--- config.mk ---
export PLATFORM = sky130hd
export DESIGN_NAME = button_debounce_multi
export DESIGN_NICKNAME = d
export VERILOG_FILES = /design/src/rtl/button_debounce_multi.sv
export SDC_FILE = /design/constraint.sdc
export NUM_CORES = 1
export LEC_CHECK = 0
export ABC_AREA = 1
export CORE_UTILIZATION = 60
export CTS_BUF_LIST = sky130_fd_sc_hd__clkbuf_8
export DETAILED_ROUTE_END_ITERATION = 12
export HOLD_SLACK_MARGIN = 0.02
export PLACE_DENSITY = 0.8
export SYNTH_ARGS = -nofsm -noshare
export SYNTH_HDL_FRONTEND = slang
export SYNTH_SLANG_ARGS = --single-unit
--- constraint.sdc ---
create_clock -name i_clk -period 5.8 [get_ports i_clk]
set_input_delay 0.87 -clock i_clk [delete_from_list [all_inputs] [get_ports i_clk]]
set_output_delay 0.87 -clock i_clk [all_outputs]
set_load 0.02 [all_outputs]
--- src/rtl/button_debounce_multi.sv ---
// Multi-channel push-button debouncer.
// Each channel is synchronised through two flops, normalised so that 1 means
// pressed, and filtered by its own stability counter. Per channel the block
// produces a clean level, one-cycle press/release strobes and an optional
// one-cycle long-press strobe. Channels share nothing but the clock and reset.
module button_debounce_multi #(
    parameter int NUM_CH          = 4,
    parameter int DEBOUNCE_CYCLES = 10000,
    parameter int LONG_CYCLES     = 0,
    parameter int ACTIVE_HIGH     = 1
) (
    input  logic              i_clk,
    input  logic              i_rst,
    input  logic [NUM_CH-1:0] i_buttons,
    output logic [NUM_CH-1:0] o_level,
    output logic [NUM_CH-1:0] o_press,
    output logic [NUM_CH-1:0] o_release,
    output logic [NUM_CH-1:0] o_long
);

    localparam int               CNT_W    = (DEBOUNCE_CYCLES > 2) ? $clog2(DEBOUNCE_CYCLES) : 1;
    localparam logic [CNT_W-1:0] CNT_LAST = CNT_W'(DEBOUNCE_CYCLES - 1);
    // Pin level that corresponds to "not pressed"
    localparam logic             IDLE_PIN = (ACTIVE_HIGH != 0) ? 1'b0 : 1'b1;

    logic [NUM_CH-1:0] sync_p0;
    logic [NUM_CH-1:0] sync_p1;
    logic [NUM_CH-1:0] norm_p1;
    logic [NUM_CH-1:0] accept;

    // Two-flop synchroniser for every raw pin; reset parks it at the idle level
    always_ff @(posedge i_clk or posedge i_rst) begin
        if (i_rst) begin
            sync_p0 <= {NUM_CH{IDLE_PIN}};
            sync_p1 <= {NUM_CH{IDLE_PIN}};
        end else begin
            sync_p0 <= i_buttons;
            sync_p1 <= sync_p0;
        end
    end

    // ---- stage boundary: synchronised sample -> per-channel filter ----
    assign norm_p1 = (ACTIVE_HIGH != 0) ? sync_p1 : ~sync_p1;

    for (genvar n = 0; n < NUM_CH; n++) begin : g_ch
        logic [CNT_W-1:0] cnt;
        logic             level_r;
        logic             press_r;
        logic             release_r;

        // A change is accepted on the edge where the disagreement has already
        // persisted for DEBOUNCE_CYCLES-1 counted cycles.
        assign accept[n] = (norm_p1[n] != level_r) && (cnt == CNT_LAST);

        // Stability counter, debounced level and press/release strobes
        always_ff @(posedge i_clk or posedge i_rst) begin
            if (i_rst) begin
                cnt       <= '0;
                level_r   <= 1'b0;
                press_r   <= 1'b0;
                release_r <= 1'b0;
            end else begin
                press_r   <= accept[n] &&  norm_p1[n];
                release_r <= accept[n] && !norm_p1[n];
                if ((norm_p1[n] == level_r) || accept[n]) begin
                    cnt <= '0;
                end else begin
                    cnt <= cnt + 1'b1;
                end
                if (accept[n]) begin
                    level_r <= norm_p1[n];
                end
            end
        end

        assign o_level[n]   = level_r;
        assign o_press[n]   = press_r;
        assign o_release[n] = release_r;

        // ---- stage boundary: debounced level -> long-press detector ----
        if (LONG_CYCLES > 0) begin : g_long
            localparam int                HCNT_W    = $clog2(LONG_CYCLES + 1);
            localparam logic [HCNT_W-1:0] HCNT_FULL = HCNT_W'(LONG_CYCLES);
            localparam logic [HCNT_W-1:0] HCNT_ARM  = HCNT_W'(LONG_CYCLES - 1);

            logic [HCNT_W-1:0] hcnt;
            logic              long_r;

            // Hold counter saturates at LONG_CYCLES so each press strobes once;
            // a release accepted on the would-be strobe edge suppresses it.
            always_ff @(posedge i_clk or posedge i_rst) begin
                if (i_rst) begin
                    hcnt   <= '0;
                    long_r <= 1'b0;
                end else begin
                    long_r <= level_r && (hcnt == HCNT_ARM) && !accept[n];
                    if (!level_r) begin
                        hcnt <= '0;
                    end else if (hcnt != HCNT_FULL) begin
                        hcnt <= hcnt + 1'b1;
                    end
                end
            end

            assign o_long[n] = long_r;
        end else begin : g_no_long
            assign o_long[n] = 1'b0;
        end
    end

endmodule

### Word-level counts from Yosys, hierarchy flattened

Index checks and enable logic that the tools add are counted.

* $lt $le $gt $ge: 0
* $mul: 0
* equal/unequal tests: 12
* shift-type cells: 0
* divide/modulo/power cells: 0
* bitwise operators: 0
* reductions and logical operators: 20
* multiplexer cells: 4
* add/subtract/negate cells: 4

Operators by type and width (count)
* adder 14 x 1 -> 14 bit (second input constant): 4
* == test 14 bit (second input constant): 4
* 2-to-1 mux 14 bit: 4
* logical AND 1 bit: 12
* == test 1 bit: 4
* logical NOT 1 bit: 4
* logical OR 1 bit: 4
* inequality test 1 bit: 4

* memory bits (writable): 0
* output and inout port bits: 16
* memories kept: 0
* latch bits: 0
* memory bits (read-only): 0
* flip-flop bits (word level): 76
* word-level logic and storage cells: 58

### Depth between registers and ports, before layout

Gate-level depths: netlist (run 1).

* word-level depth: 4
* depth in mapped cells: 9
* gate-level depth less buffers: 8

### Worst setup path before layout (run 1)

No wires, ideal clock.

* path kind: reg-to-output
* start: reg g_ch[0].level_r
* end: out o_level[0]
* slack: 4371 ps
* path buffers: 1
* data required time: 4930 ps
* cell stages (with the launch flop): 2
* data arrival time: 559 ps
* path through: dfrtp_1 > buf_4

RTL lines
* from (decl): RTL line 47 `logic level_r;`
* from (signal assigned): RTL line 71 `level_r <= norm_p1[n];`
* to (decl): RTL line 15 `output logic [NUM_CH-1:0] o_level,`

No word-level cell between the ends.

### Worst setup path in the final report (run 1)

* start: reg g_ch[0].level_r
* end: out o_level[0]

No word-level cell between the ends.

==> impl_metrics.ini, run 1 <==
[timing]
tightest_slew_ns = 0.9051
slew_headroom = 0.3966
max_freq_mhz = 443.9
grt_setup_unrepaired = false
maxSlewViolCount = 0
min_period_ns = 2.253
hold_viol = 0
timing.setup.tns_ns = 0
timing.final.crit_share = 0.3884
setup_viol = 0
fin_skew_ns = 0.007203

[global_routing]
grt_pass1_wl_um = 12320
antenna_found_initial = 0
grt.total_usage = 0.2204
grt_max_degree = 77
grt_pass1_vias = 2941
grt_overflow = 0

[critical_path]
arrival_ns = 1.38
path_buf_inv = 1
r2r-end = g_ch[2].press_r
r2r_cells = 7
crit_chain = clkdlybuf4s50_1
reg2reg_from = g_ch[2].cnt[0]
crit_type = flop to primary output
setup.worst_path.end_class = primary output
slowest_delay_ns = 0.63
startpoint_type = flop
regToRegSetupSlack_ns = 4.21
slowest_stage = clkdlybuf4s50_1
critical_path_required_ns = 4.93
critPathMaxFanout = 5
cp_top_family = buffers and inverters

[clock_tree]
cts-resized-gates = 0
cts_root_buf = clkbuf_8
cts_buffer_depth = 2
tritoncts = yes
cts_htree_levels = 3
cts.sinks = 76
numCtsBuffers = 9
path_clk_slew_ns = 0.08
ctsHoldBuffers = 0
cts_setup_buffers = 0
clk_latency_ns = 0.35

[worst_hold_path]
holdCritStartpoint = sync_p0[3]
min_to = norm_p1[3]
hold_class = flop to flop
hold_depth = 0

[route]
wire_per_inst_um = 11.36
vias_per_cell = 5.039
firstDrtPassIters = 9
finalWirelength_um = 6928
drtIter0Drc = 156
drc = 8
vias = 3074
ant_nets = 0

[logic_synthesis]
ys_ff_latch = 76
yosysTopAreaCell = dfrtp_1
syn_area_um2 = 4048
yosys_warnings = 0
synth_top_area_frac = 0.4699
netlist_instances = 516
synth.distinct_cells = 22
ys_top_cells_by_area = dfrtp_1 47%, nor2_1 12%, nand2_1 11%
syn_avg_cell_area_um2 = 7.844
ys_seq_area_frac = 0.4699

[place]
place.gp.congestion = 0.8614
hpwl_um = 4946
io_buffers = 17

[floorplanning]
die_area_um2 = 7079
std_cell_rows = 29
die-width_um = 84.14
start_util = 0.6302
core_um2 = 6422
die_h_um = 84.14
io_pins = 22

[run_status]
status = finished, violations left
violations = design-rule violations

[finish]
fin_nets = 542
drive_gt1_frac = 0.07692
antennaDiodeCount = 0
area_growth_pct = 8.346

[pwr]
power.density_nw_per_um2 = 237.0
p_leak_uw = 0.001901
peakVddDrop_mv = 0.1660
finalPower_uw = 1039

[run]
drv_cap = 0
## synth_stat cells (all sizes together)
library cell  instances
nor3                  9
ha                    8
nand2               124
nor2                138
nand4                19
conb                  1
inv                  55
buf                  20
xor2                 18
a21oi                 2
dfrtp                76
nor3b                 1
nand3                31
xnor2                11
o21ai                 3
## state kept, by name, summed over array words and instances (netlist names)
name / cells
g_ch.cnt: 56
g_ch.level_r: 4
g_ch.press_r: 4
sync_p0: 4
norm_p1: 4
g_ch.release_r: 4
## report_power, final
part           internal, uW  switching, uW  leakage [uW]
combinational          13.2           28.9      0.000754
sequential              539           11.2       0.00103
clock                   254            193      0.000114
## cells by family after synthesis
| family | share of synthesized area |
|---|---|
| AND/OR/NAND/NOR | 0.3416 |
| AO/OA/AOI/OAI | 0.006181 |
| flip-flops | 0.4699 |
| XOR/XNOR | 0.06275 |
| buffers and inverters | 0.09397 |
| adder cells (fa/ha/maj) | 0.02473 |
| other | 0.0009265 |
## metrics by stage
stage / area (um^2) / cells / setup slack, ns / hold WS [ns] / utilization
global placement: 4159 / 594 / 3.661 / 0.3314 / 0.6476
finish: 4385 / 610 / 3.547 / 0.3511 / 0.6828
detailed placement: 4159 / 594 / 3.640 / 0.3347 / 0.6476
global route: 4385 / 610 / 3.495 / 0.3615 / 0.6828
CTS: 4385 / 610 / 3.534 / 0.3532 / 0.6828
floorplan: 4059 / 519 / 2.992 / 0.3312 / -
## cells in the final DEF (no fill, tap or decap), drive strengths merged
| cell | n |
|---|---|
| a21oi | 2 |
| buf | 1 |
| bufinv | 2 |
| clkbuf | 10 |
| clkdlybuf4s50 | 17 |
| clkinv | 2 |
| clkinvlp | 1 |
| conb | 4 |
| dfrtp | 76 |
| ha | 8 |
| inv | 56 |
| nand2 | 124 |
| nand3 | 31 |
| nand4 | 19 |
| nor2 | 138 |
| nor3 | 9 |
| nor3b | 1 |
| o21ai | 3 |
| xnor2 | 11 |
| xor2 | 18 |
## area by class of cell
type                    count  area, um^2
inverters                  55       206.4
clock buffers              10       137.6
fillers                   496        2037
well taps                  77       96.34
multi-input cells         368        1777
repair buffers             18       177.7
flip-flops and latches     76        1902
clock inverters             6       88.84
## worst reg2reg max path, stage by stage, from the launching register on
cell     delay [ns]
dfrtp_1        0.45
ha_1           0.22
inv_1          0.08
nor2_4         0.20
inv_2          0.05
nor2_2         0.08
nand2_2        0.08
nor3_1         0.29
## worst max-delay path by stage
stage | from | end | slack, ns | depth (start not counted)
6_report | g_ch[0].level_r | o_level[0] | 3.55 | 1
2_1_floorplan | i_rst | g_ch[0].cnt[0] | 2.99 | 1
5_1_grt | g_ch[0].level_r | o_level[0] | 3.49 | 1
3_3_place_gp | i_rst | g_ch[2].cnt[11] | 3.66 | 3
4_1_cts | g_ch[0].level_r | o_level[0] | 3.53 | 1
3_5_place_dp | i_rst | g_ch[2].cnt[8] | 3.64 | 3
## metal layers
layer,track usage,vias up,part of all wire
met5,0,-,0
met4,0.08934,0,0.012
met3,0.05211,10,0.040
met2,0.3689,49,0.47
met1,0.2773,1416,0.48
li1,-,1599,-
No activity file was read; power rests on OpenSTA's default activity.
==> inputs of run 2 (changes only) <==
==> constraint.sdc (replaced) <==
create_clock -name i_clk -period 2.4 [get_ports i_clk]
set_input_delay 0.36 -clock i_clk [delete_from_list [all_inputs] [get_ports i_clk]]
set_output_delay 0.36 -clock i_clk [all_outputs]
set_load 0.02 [all_outputs]
==> run 2 against run 1 <==
The run still ends with design-rule violations left. Die area is the same. Critical path depth did not move. Via count increased by 2.8%. Critical endpoint unchanged. Sequential power grew 140%. Largest power group unchanged. Register-to-register slack got worse by 3.4 ns.
==> impl_metrics.ini, run 2 (synthesis results as in run 1) <==
[critical_path]
critPathMaxFanout = 5
critical_path_required_ns = 2.04
cp-startpoint = g_ch[0].level_r
crit_type = flop to primary output
slowest_delay_ns = 0.64
crit_chain = clkdlybuf4s50_1
slowest_stage = clkdlybuf4s50_1
cp_top_family = buffers and inverters
reg2reg_from = g_ch[3].cnt[0]
arrival_ns = 1.43
path_buf_inv = 1
setup.worst_path.end_class = primary output
startpoint_type = flop

[timing]
maxSlewViolCount = 0
tightest_slew_ns = 0.5214
holdWs_ns = 0.3616
hold_viol = 0
min_period_ns = 1.792
timing.setup.tns_ns = 0
slew_headroom = 0.6524
layout_setup_ws_ns = 0.6084
setup_viol = 0
fin_skew_ns = 0.009048
timing.final.crit_share = 0.7465
max_freq_mhz = 558.2
grt_setup_unrepaired = false

[route]
drtIter0Drc = 139
vias_per_cell = 5.173
vias = 3161
finalWirelength_um = 7233
firstDrtPassIters = 8
ant_nets = 0
drc = 8
wire_per_inst_um = 11.84

[pwr]
p_leak_uw = 0.001915
power.density_nw_per_um2 = 592.8
peakVddDrop_mv = 0.3700

[clock_tree]
cts_root_buf = clkbuf_8
cts.sinks = 76
cts_buffer_depth = 2
cts_htree_levels = 3
cts-resized-gates = 0
tritoncts = yes
clk_latency_ns = 0.35
numCtsBuffers = 9
path_clk_slew_ns = 0.08
cts_setup_buffers = 0
ctsHoldBuffers = 0

[finish]
largest_reg_flops = 56
area_growth_pct = 9.088
final_common_cell = nor2_1
drive_gt1_frac = 0.08052
final_cell_mix = 125 x nor2_1, 116 x nand2_1, 76 x dfrtp_1, 51 x inv_1, 31 x nand3_1
fin_nets = 543
multiInputGateArea_um2 = 1777
regArea_um2 = 1902
antennaDiodeCount = 0
nFillCells = 504
top_register = g_ch.cnt

[run]
drv_cap = 0

[worst_hold_path]
hold_class = flop to flop
holdCritStartpoint = sync_p0[1]

[floorplanning]
start_util = 0.6302
core_um2 = 6422
std_cell_rows = 29
io_pins = 22
die_h_um = 84.14
die_area_um2 = 7079
die-width_um = 84.14

[place]
io_buffers = 17
place.gp.congestion = 0.8682
hpwl_um = 5252
pre_cts_ws_ns = 0.8175

[global_routing]
antenna_found_initial = 0
grt_overflow = 0
grt_pass1_vias = 3051
grt.total_usage = 0.2309
grt_pass1_wl_um = 13070
grt_max_degree = 44

[run_status]
violations = design-rule violations
status = finished, violations left
run 2: cell types whose count changed in the layout (fill, tap and decap cells not counted):
cell / change
buf_4: +1
bufinv_16: +1
clkinv_2: +1
clkinv_4: -1
inv_1: -1
run 2: cell type report:
type,count,area share
Sequential cell,76,0.4307
Multi-Input combinational cell,368,0.4024
Inverter,55,0.04676
Timing Repair Buffer,19,0.04194
Clock buffer,10,0.03117
Clock inverter,6,0.02522
Tap cell,77,0.02182
run 2: worst paths after layout:
path                                  end  slack, ns  depth (start not counted)
max                            o_level[0]       0.61                          1
min                            norm_p1[1]       0.36                          0
max reg2reg                g_ch[3].cnt[2]       0.81                          8
min reg2reg                    norm_p1[1]       0.36                          0
max in group asynchronous  g_ch[0].cnt[1]       1.56                          3
min in group asynchronous  g_ch[3].cnt[8]       0.42                          3
run 2: metrics by stage:
| stage | instance area, um^2 | utilization | instances | power (uW) |
|---|---|---|---|---|
| global placement | 4167 | 0.6487 | 595 | 1456 |
| CTS | 4415 | 0.6875 | 611 | 2644 |
| finish | 4415 | 0.6875 | 611 | 2617 |
| floorplan | 4059 | - | 519 | 1441 |
| global route | 4415 | 0.6875 | 611 | 2724 |
| detailed placement | 4167 | 0.6487 | 595 | 1463 |
run 2: per-layer routing:
layer / GRT usage / share of wire / vias to the layer above
met4: 0.06897 / 0.012 / 0
met5: 0 / 0 / -
met1: 0.3112 / 0.47 / 1495
li1: - / - / 1598
met2: 0.3703 / 0.47 / 60
met3: 0.06096 / 0.044 / 8
run 2: report_power, final:
| group | internal (uW) | switching (uW) | total (uW) |
|---|---|---|---|
| Combinational | 33.2 | 71.3 | 104 |
| Sequential | 1300 | 28.0 | 1330 |
| Clock | 719 | 464 | 1180 |
| Total | 2050 | 563 | 2620 |
